### config.mk
export PLATFORM = sky130hd
export DESIGN_NAME = mem_stage_sram_ctrl
export DESIGN_NICKNAME = d
export VERILOG_FILES = /design/src/rtl/arm_mem_pkg.sv /design/src/rtl/sram_wait_counter.sv /design/src/rtl/mem_stage_sram_ctrl.sv
export SDC_FILE = /design/constraint.sdc
export NUM_CORES = 1
export LEC_CHECK = 0
export ABC_AREA = 1
export CAP_MARGIN = 5
export CORE_MARGIN = 5
export CORE_UTILIZATION = 41
export CTS_BUF_LIST = sky130_fd_sc_hd__clkbuf_8
export CTS_CLUSTER_SIZE = 8
export DETAILED_ROUTE_END_ITERATION = 7
export PLACE_DENSITY = 0.81
export SYNTH_ARGS = -nofsm -noshare
export SYNTH_HDL_FRONTEND = slang
export SYNTH_HIERARCHICAL = 1
export SYNTH_SLANG_ARGS = --single-unit
### constraint.sdc
create_clock -name clk -period 3.1 [get_ports clk]
set_clock_uncertainty 0.05 [all_clocks]
set_input_delay 0.775 -clock clk [delete_from_list [all_inputs] [get_ports clk]]
set_output_delay 0.775 -clock clk [all_outputs]
set_load 0.05 [all_outputs]
### src/rtl/arm_mem_pkg.sv
// Shared types and constants for the MEM-stage SRAM controller.
package arm_mem_pkg;

    localparam int unsigned BASE_ADDR_DEF = 1024;
    localparam int unsigned SRAM_AW_DEF   = 18;
    localparam int unsigned SRAM_DW       = 16;
    localparam int unsigned WORD_W        = 32;
    localparam int unsigned CNT_W         = 4;

    typedef enum logic [2:0] {
        StIdle,
        StRdLo,
        StRdHi,
        StWrLo,
        StWrHi,
        StDone
    } mem_state_t;

    function automatic logic is_phase(input mem_state_t s);
        return s inside {StRdLo, StRdHi, StWrLo, StWrHi};
    endfunction

endpackage

### src/rtl/sram_wait_counter.sv
// Per-half-access phase counter: counts 0..SRAM_WAIT-1 while enabled, flags the last cycle.
module sram_wait_counter
    import arm_mem_pkg::*;
#(
    parameter int unsigned SRAM_WAIT = 2
) (
    input  logic             clk,
    input  logic             rst,
    input  logic             clear,
    input  logic             enable,
    output logic [CNT_W-1:0] cnt,
    output logic             last
);

    localparam logic [CNT_W-1:0] LAST_CNT = CNT_W'(SRAM_WAIT - 1);

    assign last = enable && (cnt == LAST_CNT);

    always_ff @(posedge clk or posedge rst) begin
        if (rst) begin
            cnt <= '0;
        end else if (clear) begin
            cnt <= '0;
        end else if (enable) begin
            cnt <= cnt + 1'b1;
        end
    end

endmodule

### src/rtl/mem_stage_sram_ctrl.sv
// MEM-stage data-memory controller: 32-bit loads/stores split into two 16-bit SRAM accesses,
// stalling the front of the pipeline while an access is in flight.
module mem_stage_sram_ctrl
    import arm_mem_pkg::*;
#(
    parameter int unsigned BASE_ADDR = BASE_ADDR_DEF,
    parameter int unsigned SRAM_WAIT = 2,
    parameter int unsigned SRAM_AW   = SRAM_AW_DEF
) (
    input  logic               clk,
    input  logic               rst,
    input  logic               mem_read_en,
    input  logic               mem_write_en,
    input  logic [WORD_W-1:0]  alu_result,
    input  logic [WORD_W-1:0]  st_val,
    output logic [WORD_W-1:0]  mem_result,
    output logic               ready,
    output logic [SRAM_AW-1:0] sram_addr,
    output logic               sram_we_n,
    output logic [SRAM_DW-1:0] sram_dq_out,
    output logic               sram_dq_oe,
    input  logic [SRAM_DW-1:0] sram_dq_in
);

    // Cycle before the last of a phase: strobe must rise so the last cycle holds data/addr.
    localparam logic [CNT_W-1:0] PRE_LAST = CNT_W'(SRAM_WAIT - 2);

    mem_state_t         state;
    logic [CNT_W-1:0]   cnt;
    logic               last;
    logic               in_phase;
    logic [SRAM_AW-2:0] word_addr;
    logic [SRAM_DW-1:0] st_hi;

    // Addresses below BASE_ADDR wrap modulo 2^32 before truncation.
    assign word_addr = (SRAM_AW - 1)'((alu_result - BASE_ADDR) >> 2);
    assign in_phase  = is_phase(state);
    assign ready     = ((state == StIdle) && !mem_read_en && !mem_write_en) || (state == StDone);

    sram_wait_counter #(
        .SRAM_WAIT (SRAM_WAIT)
    ) u_wait_cnt (
        .clk    (clk),
        .rst    (rst),
        .clear  (last),
        .enable (in_phase),
        .cnt    (cnt),
        .last   (last)
    );

    always_ff @(posedge clk or posedge rst) begin
        if (rst) begin
            state       <= StIdle;
            mem_result  <= '0;
            sram_addr   <= '0;
            sram_we_n   <= 1'b1;
            sram_dq_out <= '0;
            sram_dq_oe  <= 1'b0;
            st_hi       <= '0;
        end else begin
            case (state)
                StIdle: begin
                    if (mem_write_en) begin
                        state       <= StWrLo;
                        sram_addr   <= {word_addr, 1'b0};
                        sram_dq_out <= st_val[15:0];
                        st_hi       <= st_val[31:16];
                        sram_dq_oe  <= 1'b1;
                        sram_we_n   <= 1'b0;
                    end else if (mem_read_en) begin
                        state     <= StRdLo;
                        sram_addr <= {word_addr, 1'b0};
                    end
                end
                StRdLo: begin
                    if (last) begin
                        mem_result[15:0] <= sram_dq_in;
                        sram_addr[0]     <= 1'b1;
                        state            <= StRdHi;
                    end
                end
                StRdHi: begin
                    if (last) begin
                        mem_result[31:16] <= sram_dq_in;
                        state             <= StDone;
                    end
                end
                StWrLo: begin
                    if (last) begin
                        sram_addr[0] <= 1'b1;
                        sram_dq_out  <= st_hi;
                        sram_we_n    <= 1'b0;
                        state        <= StWrHi;
                    end else begin
                        sram_we_n <= (cnt == PRE_LAST);
                    end
                end
                StWrHi: begin
                    if (last) begin
                        sram_we_n  <= 1'b1;
                        sram_dq_oe <= 1'b0;
                        state      <= StDone;
                    end else begin
                        sram_we_n <= (cnt == PRE_LAST);
                    end
                end
                StDone: begin
                    state <= StIdle;
                end
                default: begin
                    state <= StIdle;
                end
            endcase
        end
    end

endmodule

==> results.py, run 1 <==
metrics = {
    "worst_setup_path": {
        "crit_family": "buffers and inverters",
        "worst_setup_path_start_kind": "input pin",
        "critical_path_depth": 5,
        "max_stage_delay_ns": 0.44,
        "cp_cell_sequence": "clkdlybuf4s50_1 > inv_1 > nand3_1 > o31ai_1 > buf_12",
        "critPathBufInv": 3,
        "required_ns": 2.27,
        "critical-path-slowest-cell": "clkdlybuf4s50_1",
        "reg2regPathDepth": 10,
        "reg2reg_slack_ns": 0.76,
        "criticalPathCategory": "in2out",
        "worst_ep_arrival_time_ns": 1.83,
        "cp_max_fo": 5,
        "end_kind": "primary output",
    },
    "logic_synthesis": {
        "yosys.area.top_type_share_pct": 56.3,
        "synth_common_cells": "nand2_1 (168), dfrtp_1 (90), o21ai_0 (68)",
        "yosys-top-cells-area": "dfrtp_1 (56%), nand2_1 (16%), o21ai_0 (8.5%)",
        "muxShareOfSynthArea_pct": 0,
        "yosys.area_share.simple_pct": 23.6,
        "synth_seq_cells": 91,
        "synth_top_cell_by_area": "dfrtp_1",
        "synth_area_um2": 4000,
        "synth_top_family_by_area": "simple AND/OR/NAND/NOR gates",
        "synth-adder-area-share_pct": 0.938,
        "ys_seq_area_share_pct": 57.0,
        "yosysUniqueCellTypes": 26,
        "synth_xor_area_share_pct": 0.438,
        "synth.most_common_cell": "nand2_1",
        "async_flop_share_pct": 100,
        "syn_area_per_cell_um2": 8.32,
        "syn_nets": 568,
        "syn_inst": 481,
        "yosysWarnings": 6,
        "synth-edff-count": 0,
        "synth_compound_area_share_pct": 10.3,
        "ys.flop_type": "dfrtp_1",
    },
    "grt": {
        "grt_pass1_wl_um": 17100,
        "grt_usage_pct": 18.2,
        "grt_remaining_overflow": 0,
        "grt_pass1_vias": 3717,
        "antenna_found_initial": 0,
        "grt_start_max_net_pins": 38,
    },
    "layout": {
        "layout-drive-gt1-share_pct": 6.59,
        "fin_nets": 704,
        "nFillCells": 839,
        "syn2layout_area_growth_pct": 43.3,
        "antennaDiodeCount": 0,
        "layoutNonFillerInstCount": 755,
    },
    "pwr": {
        "power_mw": 6.86,
        "leakage_nw": 2.82,
        "vdd_drop_max_v": 0.000648,
        "power_density_nw_per_um2": 1200,
    },
    "status": {
        "outcome": "completed",
    },
    "placement": {
        "io_buffers": 137,
        "dp_hpwl_um": 7670,
        "place_inst": 739,
        "gp_congestion": 0.827,
        "place_ws_ns": 0.460,
    },
    "detailed_routing": {
        "drcViolationCount": 0,
        "wl_um": 10300,
        "drtPass1Iterations": 6,
        "wire_per_inst_um": 13.7,
        "vias": 3579,
        "vias_per_cell": 4.74,
        "drt_iter0_drc": 189,
        "ant_nets": 0,
    },
    "floorplan": {
        "die_height_um": 109,
        "io_pins": 153,
        "rows": 36,
        "fp.dieArea_um2": 11800,
        "dieWidth_um": 109,
        "core_um2": 9640,
        "initial_core_util_pct": 41.5,
    },
    "clock_tree": {
        "cts_hold_buffers": 0,
        "cts.sinks": 91,
        "max-clock-path-buffers": 2,
        "cts_buffers": 9,
        "htree_levels": 3,
        "insertion_delay_ns": 0.35,
        "cts_resized": 0,
        "cts-root-buf": "clkbuf_8",
        "post_cts_buffers": 0,
        "cts.reportedPaths.clkPinSlew_ns": 0.09,
        "cts_tree": "built",
    },
    "hold_path": {
        "holdPathStages": 2,
        "hold_class": "reg2reg",
    },
    "sta": {
        "min_period_ns": 2.65,
        "worst_pin_slew_ns": 0.606,
        "drv_slew": 0,
        "max_freq_mhz": 377,
        "rsz0062_at_grt": "false",
        "fin_ws_ns": 0.447,
        "slew_headroom_pct": 59.5,
        "timing.final.crit_share_pct": 85.6,
        "setup_tns_ns": 0,
        "hold_violations": 0,
        "setup_viol": 0,
    },
    "run": {
        "maxCapViolations": 0,
    },
}
[state kept, by name, indices dropped and copies added, names as in the netlist]
register        cells
state               3
sram_dq_oe          1
st_hi              16
mem_result         32
sram_addr          18
sram_we_n           1
u_wait_cnt/cnt      4
sram_dq_out        16
[worst paths after layout]
path                                      to    startpoint
max reg2reg                  sram_dq_out[12]      state[1]
min reg2reg                     sram_addr[7]  sram_addr[7]
min                             sram_addr[7]  sram_addr[7]
max                                    ready  mem_write_en
min in group asynchronous  u_wait_cnt/cnt[0]           rst
max in group asynchronous          sram_we_n           rst
[where the power goes]
group	internal (mW)	leakage (nW)	switching (mW)	total, mW
Sequential	1.77	1.09	0.330	2.10
Clock	0.403	0.103	0.425	0.828
Combinational	1.24	1.63	2.68	3.93
[final cells by class]
| class | instances | area [µm²] | share of cell area [%] |
|---|---|---|---|
| flip-flops and latches | 91 | 2280 | 39.7 |
| repair buffers | 144 | 1450 | 25.2 |
| multi-input cells | 312 | 1410 | 24.6 |
| inverters | 59 | 223 | 3.88 |
| well taps | 133 | 166 | 2.90 |
| clock buffers | 10 | 138 | 2.40 |
| clock inverters | 6 | 72.6 | 1.27 |
[layer usage]
metal	vias up	global-route usage, %	part of all wire, %
li1	1775	-	-
met1	1671	20.6	41
met2	116	31.2	48
met3	17	6.93	9.2
met4	0	6.85	1.8
met5	-	0	0
[through the flow]
step	area [µm²]	hold slack, ns	util, %
after floorplan	4000	0.433	-
after global placement	5520	0.405	57.3
after detailed placement	5520	0.414	57.3
after CTS	5730	0.438	59.5
after global routing	5730	0.457	59.5
final	5730	0.431	59.5
[kinds of logic (layout without fill, tap and decap cells)]
| logic type | count (synthesis) | after routing |
|---|---|---|
| xor gates and xnor gates | 2 | 2 |
| AOI/OAI and AO/OA | 81 | 81 |
| and+or+nand+nor | 226 | 226 |
| adders and majority gates | 3 | 3 |
| DFF | 91 | 91 |
| buffers and inverters | 78 | 219 |
[layout by cell type (no fill, tap or decap), drive strengths merged]
master / netlist / layout
bufinv: 0 / 1
clkinv: 0 / 3
nor3: 1 / 1
nand4: 2 / 2
buf: 9 / 8
clkdlybuf4s50: 0 / 136
dfrtp: 90 / 90
xnor2: 1 / 1
dfstp: 1 / 1
xor2: 1 / 1
clkinvlp: 0 / 1
o31ai: 1 / 1
nor2: 17 / 17
nand3: 33 / 33
a21oi: 6 / 6
nand2: 172 / 172
ha: 3 / 3
inv: 59 / 60
clkbuf: 10 / 10
nand3b: 1 / 1
o21ai: 74 / 74
[worst min-delay path, stage by stage (launching register included)]
cell     delay, ns
dfrtp_1       0.35
nand2_1       0.05
nand2_1       0.05
(Power assumes the default switching activity.)
==> run 2, diff against run 1 <==
==> constraint.sdc (replaced) <==
create_clock -name clk -period 2.3 [get_ports clk]
set_clock_uncertainty 0.05 [all_clocks]
set_input_delay 0.575 -clock clk [delete_from_list [all_inputs] [get_ports clk]]
set_output_delay 0.575 -clock clk [all_outputs]
set_load 0.05 [all_outputs]
==> run 2 against run 1 <==
  * Cell count is 0.66% higher
  * Register-to-register slack got worse by 0.40 ns
  * Global-route usage down 0.19 points
  * Combinational power increased by 37%
  * Sequential power is 34% higher
  * Worst setup slack worse by 0.34 ns
  * Largest power group unchanged
  * Utilization up 0.95 points
  * Non-clock buffer count increased by 5
  * Via count shrank 0.47%
  * First-iteration DRC count up 32%
  * Count of clock-buffer cells in the layout decreased by 1
  * Power up 38%
==> results.py, run 2 (synthesis gave the netlist of run 1 again) <==
metrics = {
    "sta": {
        "hold_violations": 0,
        "drv_slew": 0,
        "setup_viol": 0,
        "rsz0062_at_grt": "false",
        "slew_headroom_pct": 59.4,
        "worst_pin_slew_ns": 0.609,
        "setup_tns_ns": 0,
        "min_period_ns": 2.19,
        "max_freq_mhz": 457,
        "timing.final.crit_share_pct": 95.2,
    },
    "clock_tree": {
        "insertion_delay_ns": 0.35,
        "cts_tree": "built",
        "cts_resized": 0,
        "htree_levels": 3,
        "cts.reportedPaths.clkPinSlew_ns": 0.10,
        "cts-root-buf": "clkbuf_8",
        "cts_buffers": 9,
        "max-clock-path-buffers": 2,
        "cts_hold_buffers": 0,
        "post_cts_buffers": 0,
        "cts.sinks": 91,
    },
    "floorplan": {
        "core_um2": 9640,
        "die_height_um": 109,
        "fp.dieArea_um2": 11800,
        "rows": 36,
        "initial_core_util_pct": 41.5,
        "io_pins": 153,
        "dieWidth_um": 109,
    },
    "worst_setup_path": {
        "r2r-start": "state[0]",
        "required_ns": 1.67,
        "crit_family": "buffers and inverters",
        "worst_r2r_endpoint": "sram_dq_out[0]",
        "worst_ep_arrival_time_ns": 1.56,
        "cp_cell_sequence": "clkdlybuf4s50_1",
        "critPathBufInv": 1,
        "worst_setup_path_start_kind": "register",
        "critical-path-slowest-cell": "clkdlybuf4s50_1",
        "reg2regPathDepth": 11,
        "max_stage_delay_ns": 0.86,
        "cp_max_fo": 2,
        "end_kind": "primary output",
        "criticalPathCategory": "reg2out",
        "reg2reg_slack_ns": 0.36,
    },
    "detailed_routing": {
        "drt_iter0_drc": 249,
        "wl_um": 10400,
        "drcViolationCount": 0,
        "vias": 3562,
        "vias_per_cell": 4.69,
        "ant_nets": 0,
        "drtPass1Iterations": 5,
        "wire_per_inst_um": 13.7,
    },
    "pwr": {
        "sequentialPowerShare_pct": 29.7,
        "p_comb_share_pct": 56.7,
        "vdd_drop_max_v": 0.000881,
        "clock_power_share_pct": 13.6,
        "power_density_nw_per_um2": 1630,
        "switching_share_pct": 48.9,
        "p_sw_mw": 4.63,
        "intPower_mw": 4.84,
        "leakage_nw": 2.87,
    },
    "layout": {
        "top_register": "mem_result",
        "multiInputGateArea_um2": 1420,
        "nFillCells": 850,
        "final_common_cell": "nand2_1",
        "fin_nets": 709,
        "largest_reg_flops": 32,
        "syn2layout_area_growth_pct": 45.6,
        "final_cell_mix": "nand2_1 (168), clkdlybuf4s50_1 (135), dfrtp_1 (90)",
        "layout-drive-gt1-share_pct": 7.66,
        "layoutNonFillerInstCount": 760,
        "reg.largest.list": "mem_result x32, sram_addr x18",
        "antennaDiodeCount": 0,
        "ff_latch_area_um2": 2280,
    },
    "grt": {
        "grt_pass1_vias": 3596,
        "antenna_found_initial": 0,
        "grt_pass1_wl_um": 16900,
        "grt_remaining_overflow": 0,
        "grt_usage_pct": 18.0,
        "grt_start_max_net_pins": 37,
    },
    "run": {
        "maxCapViolations": 0,
    },
    "status": {
        "outcome": "completed",
    },
    "hold_path": {
        "holdPathStages": 2,
        "hold_class": "reg2reg",
        "hold_end": "sram_addr[3]",
        "hold_start": "sram_addr[3]",
    },
    "placement": {
        "io_buffers": 137,
        "place_inst": 744,
        "gp_congestion": 0.809,
        "dp_hpwl_um": 7630,
    },
}
run 2: power by group through the flow:
stage | clock [mW] | combinational, mW | sequential (mW)
floorplan | 0 | 1.59 | 4.80
global placement | 0 | 5.30 | 2.80
detailed placement | 0 | 5.40 | 2.84
CTS | 1.32 | 5.42 | 2.82
global route | 1.39 | 5.80 | 2.92
finish | 1.29 | 5.37 | 2.82
run 2: per-layer routing:
metal / global-route usage [%] / wire length, µm / vias up
li1: - / - / 1786
met1: 22.3 / 4460 / 1658
met2: 29.8 / 5030 / 111
met3: 6.22 / 853 / 7
met4: 5.41 / 71 / 0
met5: 0 / 0 / -
run 2: cell type report:
class / instances / area share (%)
repair buffers: 149 / 25.6
well taps: 133 / 2.86
clock inverters: 7 / 2.02
clock buffers: 9 / 2.13
multi-input cells: 312 / 24.4
flip-flops and latches: 91 / 39.1
inverters: 59 / 3.87
run 2: worst max-delay path by stage:
stage / start / end / slack [ns] / depth (start not counted)
2_1_floorplan: state[1] / mem_result[26] / 0.03 / 10
3_3_place_gp: mem_write_en / ready / 0.17 / 5
3_5_place_dp: mem_write_en / ready / 0.16 / 5
4_1_cts: mem_result[2] / mem_result[2] / 0.1 / 1
5_1_grt: mem_result[2] / mem_result[2] / 0.07 / 1
6_report: sram_dq_oe / sram_dq_oe / 0.11 / 1
run 2: worst register-to-register path, cell delays in order (launching register included):
cell and delay (ns):
dfrtp_1 0.44, nor2_2 0.14, nand2_1 0.14, nand3_1 0.14, nand2_1 0.07, nor3_2 0.18
buf_4 0.19, nor2_2 0.05, inv_2 0.08, buf_4 0.22, nand3_1 0.11, nand2_1 0.08
run 2: metrics by stage:
stage                     hold WS [ns]  setup WS, ns  area [µm²]  total power [mW]  util, %
after global routing             0.459        0.0653        5820              10.1     60.4
final                            0.428         0.110        5820              9.47     60.4
after floorplan                  0.291        0.0330        4010              6.39        -
after CTS                        0.432        0.0971        5820              9.56     60.4
after global placement           0.405         0.169        5580              8.10     57.9
after detailed placement         0.409         0.160        5580              8.24     57.9
